--- src/rtl/ctrl_pipeline.sv ---
// ---------------------------------------------------------------------------
// ctrl_pipeline
//
// Control-path pipeline for the 5-stage MIPS core. It carries the decoded
// control bundle from D through E, M and W, with a valid bit in each stage.
// It generates the stall and flush controls for load-use hazards and for
// multi-cycle execute ops (mult/div), and it resolves beq/bne in D.
//
// Ports
//   clk        in   1       clock, rising edge
//   reset      in   1       asynchronous, active-high
//   ctrlD      in   CTRL_W  decoded control bundle of the instruction in D
//   validD     in   1       D holds a real instruction
//   rsD, rtD   in   REG_W   source registers of the instruction in D
//   writeregE  in   REG_W   destination register of the instruction in E
//   brtypeD    in   2       00 none, 01 beq, 10 bne, 11 reserved (none)
//   equalD     in   1       D-stage register comparator result
//   pcsrcD     out  1       take branch
//   stallF     out  1       hold PC
//   stallD     out  1       hold IF/ID register
//   flushE     out  1       a bubble enters E this cycle
//   mc_busyE   out  1       multi-cycle op in E still executing
//   ctrlE/M/W  out  CTRL_W  control bundle of each stage
//   validE/M/W out  1       stage holds a real instruction
// ---------------------------------------------------------------------------
module ctrl_pipeline #(
    parameter int CTRL_W   = 10,
    parameter int REG_W    = 5,
    parameter int LOAD_BIT = 0,
    parameter int MC_BIT   = 1,
    parameter int MC_LAT   = 4
) (
    input  logic              clk,
    input  logic              reset,
    input  logic [CTRL_W-1:0] ctrlD,
    input  logic              validD,
    input  logic [REG_W-1:0]  rsD,
    input  logic [REG_W-1:0]  rtD,
    input  logic [REG_W-1:0]  writeregE,
    input  logic [1:0]        brtypeD,
    input  logic              equalD,
    output logic              pcsrcD,
    output logic              stallF,
    output logic              stallD,
    output logic              flushE,
    output logic              mc_busyE,
    output logic [CTRL_W-1:0] ctrlE,
    output logic [CTRL_W-1:0] ctrlM,
    output logic [CTRL_W-1:0] ctrlW,
    output logic              validE,
    output logic              validM,
    output logic              validW
);

    typedef enum logic [1:0] {
        BR_NONE = 2'b00,
        BR_BEQ  = 2'b01,
        BR_BNE  = 2'b10,
        BR_RSVD = 2'b11
    } br_type_e;

    // Last count value of a multi-cycle op; E releases when cnt reaches it.
    localparam logic [7:0] MC_LAST = 8'(MC_LAT - 1);

    logic [7:0] cnt;
    logic       lwstall;
    logic       mcstall;
    logic       take;

    // Hazard and branch decode.
    always_comb begin
        // NOTE: every always_comb output gets a default first so no path
        // leaves it unassigned and no latch is inferred.
        lwstall = 1'b0;
        mcstall = 1'b0;
        take    = 1'b0;

        // Register 0 is hard-wired zero, so a load into it is never a hazard.
        lwstall = validD & validE & ctrlE[LOAD_BIT] & (writeregE != '0)
                & ((writeregE == rsD) | (writeregE == rtD));
        mcstall = validE & ctrlE[MC_BIT] & (cnt != MC_LAST);

        unique case (br_type_e'(brtypeD))
            BR_BEQ:  take = equalD;
            BR_BNE:  take = ~equalD;
            default: take = 1'b0;
        endcase
    end

    assign stallF   = lwstall | mcstall;
    assign stallD   = lwstall | mcstall;
    // While a multi-cycle op holds E it must not be overwritten by a bubble.
    assign flushE   = lwstall & ~mcstall;
    assign mc_busyE = mcstall;
    assign pcsrcD   = validD & ~stallD & take;

    // Stage registers and multi-cycle counter.
    always_ff @(posedge clk or posedge reset) begin
        if (reset) begin
            cnt    <= 8'd0;
            ctrlE  <= '0;
            ctrlM  <= '0;
            ctrlW  <= '0;
            validE <= 1'b0;
            validM <= 1'b0;
            validW <= 1'b0;
        end else begin
            // NOTE: sequential state uses non-blocking assignments so every
            // stage samples the previous stage's value from before the edge.
            // The counter restarts on the cycle E advances, so a following
            // multi-cycle op starts counting on its first cycle in E.
            cnt <= mcstall ? cnt + 8'd1 : 8'd0;

            if (mcstall) begin
                ctrlE  <= ctrlE;
                validE <= validE;
            end else if (flushE) begin
                ctrlE  <= '0;
                validE <= 1'b0;
            end else begin
                ctrlE  <= ctrlD;
                validE <= validD;
            end

            // E is busy, so M receives a bubble each stalled cycle.
            if (mcstall) begin
                ctrlM  <= '0;
                validM <= 1'b0;
            end else begin
                ctrlM  <= ctrlE;
                validM <= validE;
            end

            ctrlW  <= ctrlM;
            validW <= validM;
        end
    end

endmodule

--- config.mk ---
export PLATFORM = sky130hd
export DESIGN_NAME = ctrl_pipeline
export DESIGN_NICKNAME = d
export VERILOG_FILES = /design/src/rtl/ctrl_pipeline.sv
export SDC_FILE = /design/constraint.sdc
export NUM_CORES = 1
export LEC_CHECK = 0
export BUFFER_PORTS_ARGS = -buffer_cell sky130_fd_sc_hd__buf_2
export CAP_MARGIN = 20
export CORE_MARGIN = 4
export CORE_UTILIZATION = 42
export DETAILED_ROUTE_END_ITERATION = 10
export PLACE_DENSITY = 0.72
export SLEW_MARGIN = 30
export SYNTH_ARGS = -nofsm -noshare
export SYNTH_HDL_FRONTEND = slang
export SYNTH_SLANG_ARGS = --single-unit
--- constraint.sdc ---
create_clock -name clk -period 1.7 [get_ports clk]
set_clock_uncertainty 0.2 [all_clocks]
set_input_delay 0 -clock clk [delete_from_list [all_inputs] [get_ports clk]]
set_output_delay 0 -clock clk [all_outputs]
set_load 0.01 [all_outputs]
==> After elaboration in Yosys (flattened, before gate mapping) <==
Cells that the tools add are included.
{ "op_classes": {"n_addsub": 1, "n_eq_ne": 5, "muxes": 6, "bitwise_logic": 14, "n_reduce_logical": 1} }
{ "ops": {"columns": ["cell", "count"], "rows": [
  ["10-bit 2-to-1 mux", 2],
  ["5-bit equality test", 2],
  ["1-bit bitwise AND", 9],
  ["8-bit by 1-bit adder with 8-bit output, second input constant", 1],
  ["8-bit 2-to-1 mux", 1],
  ["8-bit by 2-bit != test with 1-bit output, second input constant", 1],
  ["5-bit nonzero test", 1],
  ["1-bit NOT", 3],
  ["2-bit by 1-bit equality test with 1-bit output, second input constant", 1],
  ["2-bit equality test, second input constant", 1],
  ["1-bit 2-to-1 mux", 2],
  ["1-bit bitwise OR", 2],
  ["1-bit case mux with 2 select lines", 1]
]} }
{ "word_totals": {"reg_bits": 41, "in_bits": 31, "out_inout_bits": 38, "wordCells": 34} }

==> Depth between registers and ports, before layout <==
{ "depth": {"depth_word": 8, "mapped_depth": 7} }

==> Worst setup path before layout <==
OpenSTA, ideal clock, no wires.
{ "synth_timing": {"path_type": "register -> register", "startpoint": "reg cnt[0]", "endpoint": "reg ctrlM[0]", "setup_ns": 0.119, "arrival_time_ns": 1.371, "path_slack_ns": 0.010, "path_stages_with_launch": 7, "period_less_slack_ns": 1.690, "path_cell_list": "dfrtp_1 > ha_1 > a31oi_1 > nand2_1 > buf_6 > clkbuf_1 > and2_1"} }
{ "synth_between": {"elab_chain_cells": 3} }
{ "synth_rtl": {"columns": ["item", "line", "rtl"], "rows": [
  ["from (decl)", "65", "logic [7:0] cnt;"],
  ["from (signal assigned)", "112", "cnt <= mcstall ? cnt + 8'd1 : 8'd0;"],
  ["8-bit by 2-bit != test with 1-bit output", "81", "mcstall = validE & ctrlE[MC_BIT] & (cnt != MC_LAST);"],
  ["1-bit bitwise AND", "81", null],
  ["10-bit 2-to-1 mux", "126", "if (mcstall) begin"],
  ["to (signal assigned)", "130", "ctrlM <= ctrlE;"],
  ["to (decl)", "48", "output logic [CTRL_W-1:0] ctrlM,"]
]} }
No other way between the ends.
A chain may end at the register's enable or synchronous reset.

==> Final worst setup path <==
{ "layout_timing": {"startpoint": "reg cnt[1]", "endpoint": "out flushE"} }
{ "layout_between": {"elab_chain_cells": 4} }
{ "layout_rtl": {"columns": ["item", "line", "rtl"], "rows": [
  ["8-bit by 2-bit != test with 1-bit output", "81", null],
  ["1-bit bitwise AND", "81", null],
  ["1-bit NOT", "93", "assign flushE = lwstall & ~mcstall;"],
  ["1-bit bitwise AND", "93", null],
  ["to (decl)", "45", "output logic flushE,"]
]} }
No other way between the ends.

==> qor.csv <==
metric;value;unit
worstSkewPairLatency;290;ps
synth_top_flop_cell;dfrtp_1;
slew_violations;0;
syn_area;0.00165;mm^2
ys_seq_area_share;62.4;%
synth.area.top_cells;dfrtp_1, xor2_1, o21ai_2;
gp_congestion;0.855;
grt_max_degree;42;
synth_area_leader_cell;dfrtp_1;
grt-ovfl-total;0;
area.sequential;0.00103;mm^2
ys_types;26;
initial_core_util;44.3;%
ios;69;
die_area;0.00498;mm^2
layout_setup_ws;-221;ps
ant_nets;0;
clk_pin_slew;80;ps
vias_per_cell;4.65;
cp-startpoint;cnt[1];
synth_edf_count;0;
post-place-cells;261;
cts_hold_buffers;13;
vias;1362;
synth_most_common_cell;dfrtp_1;
grt_usage;16.7;%
setup-violations-final;14;
hold_violations;2;
htreeDepth;2;
fin_cells;293;
fillCellCount;303;
syn2layout_area_growth;51.2;%
failed_checks;negative hold slack, negative setup slack;
dpl.hpwl;2660;um
synthArstFlopShare;100;%
cts_root_buf;clkbuf_8;
synth_fp_nets;174;
post-route-period-util;113;%
hold_path.startpoint;rsD[3];
drive_gt1_share;49.8;%
drv_cap;0;
min_period;1920;ps
status;complete, but fails checks;
cp.arrival;1720;ps
fin_area;0.00249;mm^2
cts_tree;yes;
fin_tns_setup;-1740;ps
multi_input_area;617;um^2
post_drt_wl_per_cell;13.8;um
rsz0062_at_grt;true;
num_rows;22;
r2r_start;cnt[6];
powerDensity;1720;mW/mm^2
peakVddDrop;1.17;mV
fmax;0.521;GHz
drt-total-wl;4060;um
grt_pass1_vias;1474;
antenna_found_initial;0;
n_antenna_cell;0;
ys_warn_count;0;
final_nets;276;
path_max_fanout;2;
holdWs;-33.5;ps
core;0.00372;mm^2
p_leak;1.30;nW
start_kind;flop;
dr.pass1.iters;4;
cp-end-kind;output pin;
fp.dieH;70.6;um
power;4.28;mW
netlist_top_cells_count;dfrtp_1, nand2_1, nor2_1, xor2_1, o21ai_2;
avgSynthCellArea;11.6;um^2
drt_iter0_drc;90;
numPortBuffers;68;
worstMarginPinSlew;503;ps
r2r_slack;-120;ps
die_x;70.6;um
cts_sinks;41;
relSlewSlack;66.5;%
synthCells;142;
drc;0;
worst-setup-path-type;reg2out;
synth-seq-cells;41;
cts_buffer_depth;2;
cts_buffers;5;
dpl_cell_area;0.00207;mm^2
grt_pass1_wl;6490;um
required;1500;ps
hp-class;in2reg;
yosysTopAreaCellShare;62.4;%
## power by group
part           total [mW]  internal (mW)  switching [mW]
Sequential           1.61           1.38           0.231
Clock               0.613          0.283           0.330
Combinational        2.06           1.05            1.02
## layout by cell type (no fill, tap or decap), drive strengths merged, types with 3 or more instances in the layout
cell	instances
and2	10
and3	3
buf	88
clkbuf	5
dfrtp	41
dlygate4sd3	13
inv	5
nand2	20
nand3	7
nor2	11
o21ai	11
xnor2	5
xor2	11
## critical path, cell delays in order, from the launching register on
cell and delay [ps]:
dfrtp_1 400, ha_2 220, a31oi_4 190, nand2_2 80
buf_4 150, buf_6 110, and2_2 170, buf_6 120
## cells by family after synthesis
kind of cell             Yosys count  synth area share, %
XOR/XNOR                          16                 8.52
flip-flops                        41                 62.4
adder cells (fa/ha/maj)            1                0.760
AND/OR/NAND/NOR                   58                 16.8
buffers and inverters             11                 3.80
AO/OA/AOI/OAI                     15                 7.76
## state kept, by name, indices dropped and copies added (netlist names)
register	count
ctrlE	10
ctrlM	10
ctrlW	10
cnt	8
validE	1
validM	1
validW	1
## cell type report
type / count / area share, %
well taps: 48 / 2.41
flip-flops and latches: 41 / 41.2
clock inverters: 3 / 0.704
inverters: 5 / 0.755
repair buffers: 101 / 27.3
multi-input cells: 90 / 24.8
clock buffers: 5 / 2.77
## repair_timing
action | in CTS | in global routing
pin swaps | 4 | 1
setup endpoints to repair | 5 | 32
buffers inserted | 4 | 7
resized for setup | 14 | 15
gates cloned | 0 | 0
hold endpoints to repair | 52 | 1
## per-layer routing
layer / share of wire [%] / track usage [%] / vias to the layer above / wire (um)
met5: 0 / 0 / - / 0
met4: 1.5 / 8.14 / 0 / 62
met3: 8.0 / 3.84 / 7 / 326
met2: 51 / 28.7 / 57 / 2060
met1: 40 / 19.6 / 639 / 1610
li1: - / - / 659 / -
## per-stage QoR
step                      setup slack, ps  hold WS, ps  utilization (%)
after floorplan                      9.67        -64.0                -
after global placement               65.7        -56.7             55.7
after CTS                            -213        -31.8             64.1
after detailed placement             36.3        -56.5             55.7
final                                -221        -33.5             66.9
after global routing                 -288        -6.19             66.9
## worst paths after layout
kind                                 end  cells past startpoint
worst max-delay path              flushE                      7
worst min-delay path            ctrlE[1]                      5
worst max register to register  ctrlE[4]                      9
worst min register to register  ctrlW[5]                      0
max in group asynchronous       ctrlW[6]                      4
min in group asynchronous         validW                      4
Power figures use the tool's default switching activity.
